$ cat src/rtl/bcd_pkg.sv
// Shared definitions for the sequential binary-to-BCD converter:
// FSM state encoding and the four-digit display limits.
package bcd_pkg;

    typedef enum logic {
        ST_IDLE  = 1'b0,
        ST_SHIFT = 1'b1
    } state_t;

    localparam int BCD_DIGITS = 4;
    localparam int BCD_MAX    = 9999;
    localparam int BCD_BITS   = 4 * BCD_DIGITS;

endpackage

$ cat src/rtl/bcd_adj3.sv
// Double-dabble nibble correction: add 3 to a BCD nibble that is 5 or more,
// so the following left shift carries correctly into the next decimal digit.
module bcd_adj3 (
    input  logic [3:0] i_nib,
    output logic [3:0] o_nib
);

    assign o_nib = (i_nib >= 4'd5) ? (i_nib + 4'd3) : i_nib;

endmodule

$ cat src/rtl/bin2bcd_seq.sv
// Sequential binary-to-BCD converter (shift-and-add-3, one bit per clock).
// Digits and ovf update only on completion so the display never sees partial results.
module bin2bcd_seq
    import bcd_pkg::*;
#(
    parameter int WIDTH  = 14,
    parameter int MAXVAL = BCD_MAX
) (
    input  logic             clk,
    input  logic             reset,
    input  logic             start,
    input  logic [WIDTH-1:0] bin,
    output logic             busy,
    output logic             done,
    output logic             ovf,
    output logic [3:0]       Dig0,
    output logic [3:0]       Dig1,
    output logic [3:0]       Dig2,
    output logic [3:0]       Dig3
);

    localparam int               CNT_W    = (WIDTH > 1) ? $clog2(WIDTH) : 1;
    localparam logic [CNT_W-1:0] LAST_CNT = CNT_W'(WIDTH - 1);
    localparam logic [WIDTH-1:0] SAT_VAL  = WIDTH'(MAXVAL);

    logic [1:0]                r_rst_sync;
    logic                      w_rst_n;

    state_t                    r_state;
    logic [WIDTH-1:0]          r_bin;
    logic [BCD_BITS-1:0]       r_scratch;
    logic [CNT_W-1:0]          r_cnt;
    logic                      r_ovf_int;
    logic                      r_busy;
    logic                      r_done;
    logic                      r_ovf;
    logic [BCD_BITS-1:0]       r_dig;

    logic                      w_over;
    logic [BCD_BITS-1:0]       w_adj;
    logic [BCD_BITS+WIDTH-1:0] w_sh;

    // Reset asserts immediately but releases on a clock edge, so no flop
    // sees reset removal close to its active edge.
    always_ff @(posedge clk or negedge reset) begin
        if (!reset) begin
            r_rst_sync <= 2'b00;
        end else begin
            r_rst_sync <= {r_rst_sync[0], 1'b1};
        end
    end

    assign w_rst_n = r_rst_sync[1];

    assign w_over = (32'(bin) > 32'(MAXVAL));

    for (genvar g = 0; g < BCD_DIGITS; g++) begin : g_adj
        bcd_adj3 u_adj3 (
            .i_nib (r_scratch[4*g +: 4]),
            .o_nib (w_adj[4*g +: 4])
        );
    end

    assign w_sh = {w_adj, r_bin} << 1;

    // NOTE: every register here uses <= so each update sees the pre-edge
    // values of its neighbours, whatever the statement order.
    always_ff @(posedge clk or negedge w_rst_n) begin
        if (!w_rst_n) begin
            r_state   <= ST_IDLE;
            r_bin     <= '0;
            r_scratch <= '0;
            r_cnt     <= '0;
            r_ovf_int <= 1'b0;
            r_busy    <= 1'b0;
            r_done    <= 1'b0;
            r_ovf     <= 1'b0;
            r_dig     <= '0;
        end else begin
            r_done <= 1'b0;
            case (r_state)
                ST_IDLE: begin
                    if (start) begin
                        r_bin     <= w_over ? SAT_VAL : bin;
                        r_ovf_int <= w_over;
                        r_scratch <= '0;
                        r_cnt     <= '0;
                        r_busy    <= 1'b1;
                        r_state   <= ST_SHIFT;
                    end
                end
                ST_SHIFT: begin
                    r_scratch <= w_sh[BCD_BITS+WIDTH-1:WIDTH];
                    r_bin     <= w_sh[WIDTH-1:0];
                    r_cnt     <= r_cnt + 1'b1;
                    if (r_cnt == LAST_CNT) begin
                        r_dig   <= w_sh[BCD_BITS+WIDTH-1:WIDTH];
                        r_ovf   <= r_ovf_int;
                        r_done  <= 1'b1;
                        r_busy  <= 1'b0;
                        r_state <= ST_IDLE;
                    end
                end
                default: begin
                    r_state <= ST_IDLE;
                end
            endcase
        end
    end

    assign busy = r_busy;
    assign done = r_done;
    assign ovf  = r_ovf;
    assign Dig0 = r_dig[3:0];
    assign Dig1 = r_dig[7:4];
    assign Dig2 = r_dig[11:8];
    assign Dig3 = r_dig[15:12];

endmodule

$ cat config.mk
export PLATFORM = sky130hd
export DESIGN_NAME = bin2bcd_seq
export DESIGN_NICKNAME = d
export VERILOG_FILES = /design/src/rtl/bcd_pkg.sv /design/src/rtl/bcd_adj3.sv /design/src/rtl/bin2bcd_seq.sv
export SDC_FILE = /design/constraint.sdc
export NUM_CORES = 1
export LEC_CHECK = 0
export CORE_MARGIN = 8
export CORE_UTILIZATION = 34
export DETAILED_ROUTE_END_ITERATION = 8
export SETUP_SLACK_MARGIN = 0.02
export SYNTH_ARGS = -nofsm -noshare
export SYNTH_HDL_FRONTEND = slang
export SYNTH_HIERARCHICAL = 1
export SYNTH_SLANG_ARGS = --single-unit
$ cat constraint.sdc
create_clock -name clk -period 3.4 [get_ports clk]
set_clock_uncertainty 0.05 [all_clocks]
set_input_delay 0.68 -clock clk [delete_from_list [all_inputs] [get_ports clk]]
set_output_delay 0.68 -clock clk [all_outputs]
set_load 0.005 [all_outputs]
==> summary.txt <==
Run status
  – Status: completed

Cells and area
  – Final Core Density: 43.4%
  – Ant diodes: 0
  – FILL cells: 779
  – Commonest non-fill, non-tap cells in the layout: nand2_1 (70), dfrtp_1 (56), clkdlybuf4s50_1 (35)
  – Nets@finish: 337
  – Area Growth Syn to Fin: 23.5%
  – Leading cell type in the layout, fill and taps excluded: nand2_1
  – Multi-input gate area: 0.00119 sq mm
  – FF+latch area: 0.00143 sq mm
  – Post-Layout Inst Area: 0.00335 sq mm
  – Layout cell share with drive strength beyond 1: 10.8%

Floorplan
  – Initial Util: 35.1%
  – Die W: 105 microns
  – Cell row count: 32
  – Num ports: 36
  – Core Box Area: 0.00773 sq mm
  – Die Ht: 105 microns
  – Die area: 0.0111 sq mm

STA
  – Slew headroom: 46.4%
  – Minimum clock period: 2.18 ns
  – Final Hold Vio Count: 0
  – Count of pins over their slew limit: 0
  – Worst-Margin Slew: 0.803 ns
  – Final setup violation count: 0
  – Setup TNS: 0 ns
  – Highest clock rate: 459 MHz
  – Period utilization: 64.1%
  – RSZ-0062 raised after global routing: no

Detailed routing
  – Final wirelength: 5620 microns
  – Wire per inst: 13.5 microns
  – DRT Pass-1 Iters: 4
  – Vias: 2017
  – Final ANT Viol Nets: 0
  – DRT iter0 DRCs: 32
  – Via density: 4.85
  – # DRC: 0

Critical path
  – CP Class: in2reg
  – Crit path max-delay cell type: clkdlybuf4s50_1
  – CP required: 3.60 ns
  – Launching element type of the critical path: primary input
  – CP arrival: 2.38 ns
  – CP Cell Sequence: clkdlybuf4s50_1 -> nor2b_1 -> nand2_1 -> o21ai_0
  – Crit Path Max Fanout: 21
  – Largest stage delay, worst path: 0.99 ns
  – CP Capture Type: flop

CTS
  – Clock-pin slew on the worst setup and hold paths: 0.06 ns
  – Resized Gates After CTS: 0
  – CTS HTree Levels: 3
  – Post-CTS Setup Bufs: 0
  – Clk sinks: 57
  – Total CTS buffers: 9
  – TritonCTS clock tree: done
  – Clk buf depth: 2
  – Worst skew pair latency: 0.34 ns
  – CTS Hold Bufs: 0
  – CTS root buf: clkbuf_8

Pwr
  – Maximum vdd drop: 0.313 mV
  – Internal Power: 1940 uW
  – Power Total: 3010 uW
  – Leakage: 0.00156 uW
  – Net switching power: 1070 uW
  – Sw Ratio: 35.4%
  – Pwr Density: 898 mW/mm^2
  – Combinational power share: 41.4%
  – Seq pwr share: 39.5%
  – Clk pwr share: 19.1%

Flow run
  – MaxCap Viol Count: 0

Placed design
  – Placement Cell Area: 0.00317 sq mm
  – DPL Wire Length: 3820 microns
  – PortBufs: 35
  – RePlAce Congestion: 0.756

Global route
  – Total GRT Usage: 11.0%
  – Gr ovfl total: 0
  – First-pass GRT wire length: 9920 microns
  – Vias in the first global route: 2087
  – Initial antenna violation count: 0
  – Largest net degree at the start of global routing: 38

Synthesis
  – Mean Syn Cell Area: 10.0 sq um
  – Ys Warns: 6
  – Mapped Area: 0.00271 sq mm
  – Syn Inst Count: 271
  – Net Count, Synth: 298

Worst hold path
  – Hold Path Class: reg2reg
==> power by group through the flow <==
stage | registers (uW) | logic, uW | clock network, uW
CTS | 1190 | 1270 | 598
floorplan | 1160 | 887 | 0
global placement | 1190 | 1230 | 0
detailed placement | 1200 | 1260 | 0
global route | 1240 | 1410 | 627
finish | 1190 | 1250 | 575
==> state kept, by name, summed over array words and instances, names as in the netlist <==
register    cells
busy            1
done            1
ovf             1
r_bin          14
r_cnt           4
r_dig          16
r_ovf_int       1
r_rst_sync      2
r_scratch      16
r_state         1
==> final timing paths <==
check | start | to | slack, ns | cells after the start
max | start | r_bin[3]$_DFFE_PN0P_ | 1.22 | 4
min | r_rst_sync[0]$_DFF_PN0_ | r_rst_sync[1]$_DFF_PN0_ | 0.30 | 0
max reg2reg | r_cnt[0]$_DFFE_PN0P_ | r_dig[4]$_DFFE_PN0P_ | 1.28 | 5
min reg2reg | r_rst_sync[0]$_DFF_PN0_ | r_rst_sync[1]$_DFF_PN0_ | 0.30 | 0
max in group asynchronous | r_rst_sync[1]$_DFF_PN0_ | done$_DFF_PN0_ | 2.23 | 1
min in group asynchronous | r_rst_sync[1]$_DFF_PN0_ | r_dig[5]$_DFFE_PN0P_ | 0.31 | 0
==> worst max-delay path: cells and delay by family <==
family	cells	cell delay (ns)
AND/OR/NAND/NOR	2	0.51
buffers and inverters	1	0.99
AO/OA/AOI/OAI	1	0.20
==> per-layer routing <==
metal	part of all wire [%]	wire length, microns	global-route usage, %	vias up
met5	0	0	0	-
met4	0.52	29	3.36	0
met3	5.3	297	4.87	4
met2	47	2620	18.0	45
met1	48	2680	12.5	974
li1	-	-	-	994
==> final cells by class <==
class                           count  area share (%)
Sequential cell                    57            42.6
Timing Repair Buffer               38            11.1
Clock buffer                       12            4.93
Tap cell                          102            3.81
Multi-Input combinational cell    191            35.6
Inverter                           13            1.46
Clock inverter                      3           0.448
==> through the flow <==
step | setup slack (ns) | std cells | hold WS (ns)
global placement | 0.931 | 401 | 0.284
CTS | 1.22 | 416 | 0.301
finish | 1.22 | 416 | 0.298
floorplan | 1.56 | 271 | 0.281
global route | 1.04 | 416 | 0.314
detailed placement | 0.862 | 401 | 0.287
(Power assumes the default switching activity.)
==> variant 1 (same settings) <==
Change the package constant `BCD_DIGITS` from 4 to 6.
--- a/src/rtl/bcd_pkg.sv
+++ b/src/rtl/bcd_pkg.sv
@@ -7,7 +7,7 @@
         ST_SHIFT = 1'b1
     } state_t;
 
-    localparam int BCD_DIGITS = 4;
+    localparam int BCD_DIGITS = 6;
     localparam int BCD_MAX    = 9999;
     localparam int BCD_BITS   = 4 * BCD_DIGITS;
 
Function: same outputs for any inputs over 10 cycles, from zero or initial values and one cycle with reset low; that may be too few to reach the edited logic, so the function may still have changed.
==> variant 1 against the original RTL <==
Design area is 0.49% lower. Sequential cell count stayed put. Core utilization is 0.21 points lower. Wire length is 1.6% lower. Sequential share of layout area is 0.21 points higher. Non-clock buffer count is 1 higher. Worst setup slack better by 12 ps. Power is 1.8% lower. Global-route usage hardly changed. Area after synthesis is 0.14% lower.
==> variant 1: results (changes against the original RTL) <==
| Metric | Value |
|---|---|
| Amount of wire on met2 after detailed routing | 2500 um (-4.2%) |
| Fraction of power consumed by sequential logic | 40.6% (+1.1 points) |
| Number of violations reported at the end of detailed-routing iteration 0 | 54 (+69%) |
| H-tree level count | 3 (unchanged) |
| Met3 routed wirelength | 265 um (-11%) |
| Largest stage delay on the critical path | 980 ps |
| Worst slew margin relative to its limit | 47.5% (+1.0 points) |
| Worst reg2reg setup slack | 1720 ps (+440 ps) |
| Total Wirelength | 5530 um (-1.6%) |
| Number of diodes | 0 (unchanged) |
| CP arrival | 2360 ps (-20 ps) |
| FILL cells | 760 (-2.4%) |
| Worst min path class | register to asynchronous set/reset pin |
| Status | completed |
| Largest vdd supply drop | 0.284 mV (-9.4%) |
| Number of vias per cell after detailed routing | 4.76 (-1.9%) |
| Met1 Usage GRT | 13.0% (+0.49 points) |
| RePlAce Congestion | 0.749 (-1.0%) |
| Total track usage | 10.9% (-0.047 points) |
| Family with the most delay on the worst path | buffers and inverters |
| Largest registers ranked by flip-flop count | r_dig: 16 flops, r_scratch: 16 flops, r_bin: 14 flops |
| Seq power | 0.00120 W |
| Pin count of the biggest net entering global routing | 35 (-7.9%) |
| Hold slack | 289 ps (-8.78 ps) |
| Cell type of the slowest stage on the worst timing path | clkdlybuf4s50_1 |
| Placed inst area | 0.00317 mm^2 (about the same) |
| M3 GR Usage | 3.35% (-1.5 points) |
| Crit Reg-Reg Endpoint | r_dig[2] |
| Wire length of the first global-routing pass | 9880 um (-0.35%) |
| HPWL after DPL | 3810 um (-0.28%) |
| Number of global-route vias before repair | 2066 (-1.0%) |
| Internal power | 0.00191 W (-1.9%) |
| Largest driver fanout on the critical path | 20 (-4.8%) |
| Standby leakage power | 1.55 nW (-0.37%) |
| Met2 global-route usage | 17.0% (-1.0 points) |
| Met1 Wirelength | 2650 um (-1.2%) |
==> variant 1: layout make-up <==
cell class	count	area (um^2)	share of cell area, %
Timing Repair Buffer	39	380	11.4
Inverter	13	48.8	1.46
Clock inverter	4	20.0	0.600
Clock buffer	11	141	4.24
Multi-Input combinational cell	190	1190	35.6
Tap cell	102	128	3.83
Sequential cell	57	1430	42.8
==> variant 1: worst max path at each step <==
stage            from   endpoint  depth (start not counted)
2_1_floorplan  bin[7]   r_bin[0]                          3
5_1_grt         start   r_bin[8]                          4
3_3_place_gp    start   r_bin[0]                          4
3_5_place_dp    start  r_bin[10]                          4
6_report        start   r_bin[2]                          4
4_1_cts         start   r_bin[2]                          4
==> variant 1: per-stage QoR <==
stage | util [%] | worst slack, ps | cells
floorplan | - | 1560 | 271
global placement | 41.1 | 961 | 401
detailed placement | 41.1 | 881 | 401
CTS | 43.2 | 1220 | 416
global route | 43.2 | 1090 | 416
finish | 43.2 | 1230 | 416
==> variant 2 (same settings) <==
Without the edit above. Register the outputs `Dig0`, `Dig1`, `Dig2` and `Dig3`, without a reset; this adds one clock of latency there. The other outputs are not delayed to match.
--- a/src/rtl/bin2bcd_seq.sv
+++ b/src/rtl/bin2bcd_seq.sv
@@ -111,10 +111,12 @@
     assign busy = r_busy;
     assign done = r_done;
     assign ovf  = r_ovf;
-    assign Dig0 = r_dig[3:0];
-    assign Dig1 = r_dig[7:4];
-    assign Dig2 = r_dig[11:8];
-    assign Dig3 = r_dig[15:12];
+    always_ff @(posedge clk) begin
+        Dig0 <= r_dig[3:0];
+        Dig1 <= r_dig[7:4];
+        Dig2 <= r_dig[11:8];
+        Dig3 <= r_dig[15:12];
+    end
 
 endmodule
 
Function: same outputs for any inputs over 10 cycles, from zero or initial values and one cycle with reset low; that may be too few to reach the edited logic, so the function may still have changed.
==> variant 2 against the original RTL <==
Sequential cell count up 16. Power up 16%. Wire length up 4.3%. Critical path depth unchanged. Register-to-register slack better by 370 ps. Clock power up 35%. Count of clock-buffer cells in the layout unchanged. Worst setup slack worse by 8.5 ps. Synthesized cell count up 5.9%. Design area up 12%. Maximum frequency down 0.39%. Area after synthesis up 12%. Highest routed layer unchanged.
==> variant 2: results (changes against the original RTL) <==
| Metric | Value |
|---|---|
| Status | completed |
| CTS Root Buffer Type | clkbuf_8 |
| Highest layer used for signal routing | met4 |
| Proportion of total power due to net switching | 32.7% (-2.7 points) |
| Maximum buffer depth of the clock tree | 2 (unchanged) |
| Synth Area per Inst | 10.6 um^2 (+5.6%) |
| Peak Freq | 0.457 GHz (-0.39%) |
| Number of violations reported at the end of detailed-routing iteration 0 | 66 (+110%) |
| Crit Reg-Reg Endpoint | r_dig[15] |
| Final Instance Count excl. Fillers | 440 (+5.8%) |
| Number of nets in the layout | 354 (+5.0%) |
| Standby leakage power | 1.71 nW (+9.7%) |
| Number of global-route vias before repair | 2203 (+5.6%) |
| Number of vias per cell after detailed routing | 4.75 (-2.1%) |
| RePlAce Congestion | 0.769 (+1.7%) |
| Wire length of the first global-routing pass | 10500 um (+5.6%) |
| Post-DR wirelength/cell | 13.3 um (-1.4%) |
| Proportion of layout cells with a drive suffix above 1 | 10.5% (-0.29 points) |
| HPWL after DPL | 3840 um (+0.39%) |
| Clock-pin slew reported for the worst setup and hold paths after clock tree synthesis | 80 ps (+20 ps) |
| Net count after synthesis | 314 (+5.4%) |
| Hold slack | 304 ps (+6.19 ps) |
| Worst slew margin relative to its limit | 38.1% (-8.4 points) |
| Placed inst area | 0.00351 mm^2 (+11%) |
| Total track usage | 10.3% (-0.71 points) |
| Cell count after placement | 424 (+5.7%) |
| Worst reg2reg setup slack | 1650 ps (+370 ps) |
| Met1 Wirelength | 2820 um (+5.3%) |
| Pin count of the biggest net entering global routing | 43 (+13%) |
| Amount of wire on met2 after detailed routing | 2630 um (+0.57%) |
| Endpoint of the most critical setup path | r_bin[1] |
| Largest vdd supply drop | 0.330 mV (+5.4%) |
variant 2: final cells by class:
cell class / count / area (um^2)
Clock inverter: 4 / 76.3
Sequential cell: 73 / 1750
Fill cell: 855 / 4940
Clock buffer: 12 / 155
Inverter: 13 / 48.8
Tap cell: 108 / 135
Multi-Input combinational cell: 191 / 1190
Timing Repair Buffer: 39 / 380
variant 2: power by group through the flow:
stage          clock network (W)  registers, W  logic, W
2_1_floorplan                  0       0.00144  0.000887
4_1_cts                 0.000800       0.00146   0.00127
3_5_place_dp                   0       0.00148   0.00126
5_1_grt                 0.000835       0.00151   0.00143
6_report                0.000777       0.00146   0.00125
3_3_place_gp                   0       0.00147   0.00123
variant 2: routing by layer:
layer  global-route usage [%]  vias up
li1                         -     1041
met1                     12.1      999
met2                     16.1       36
met3                     3.30       12
met4                     5.77        0
met5                        0        -
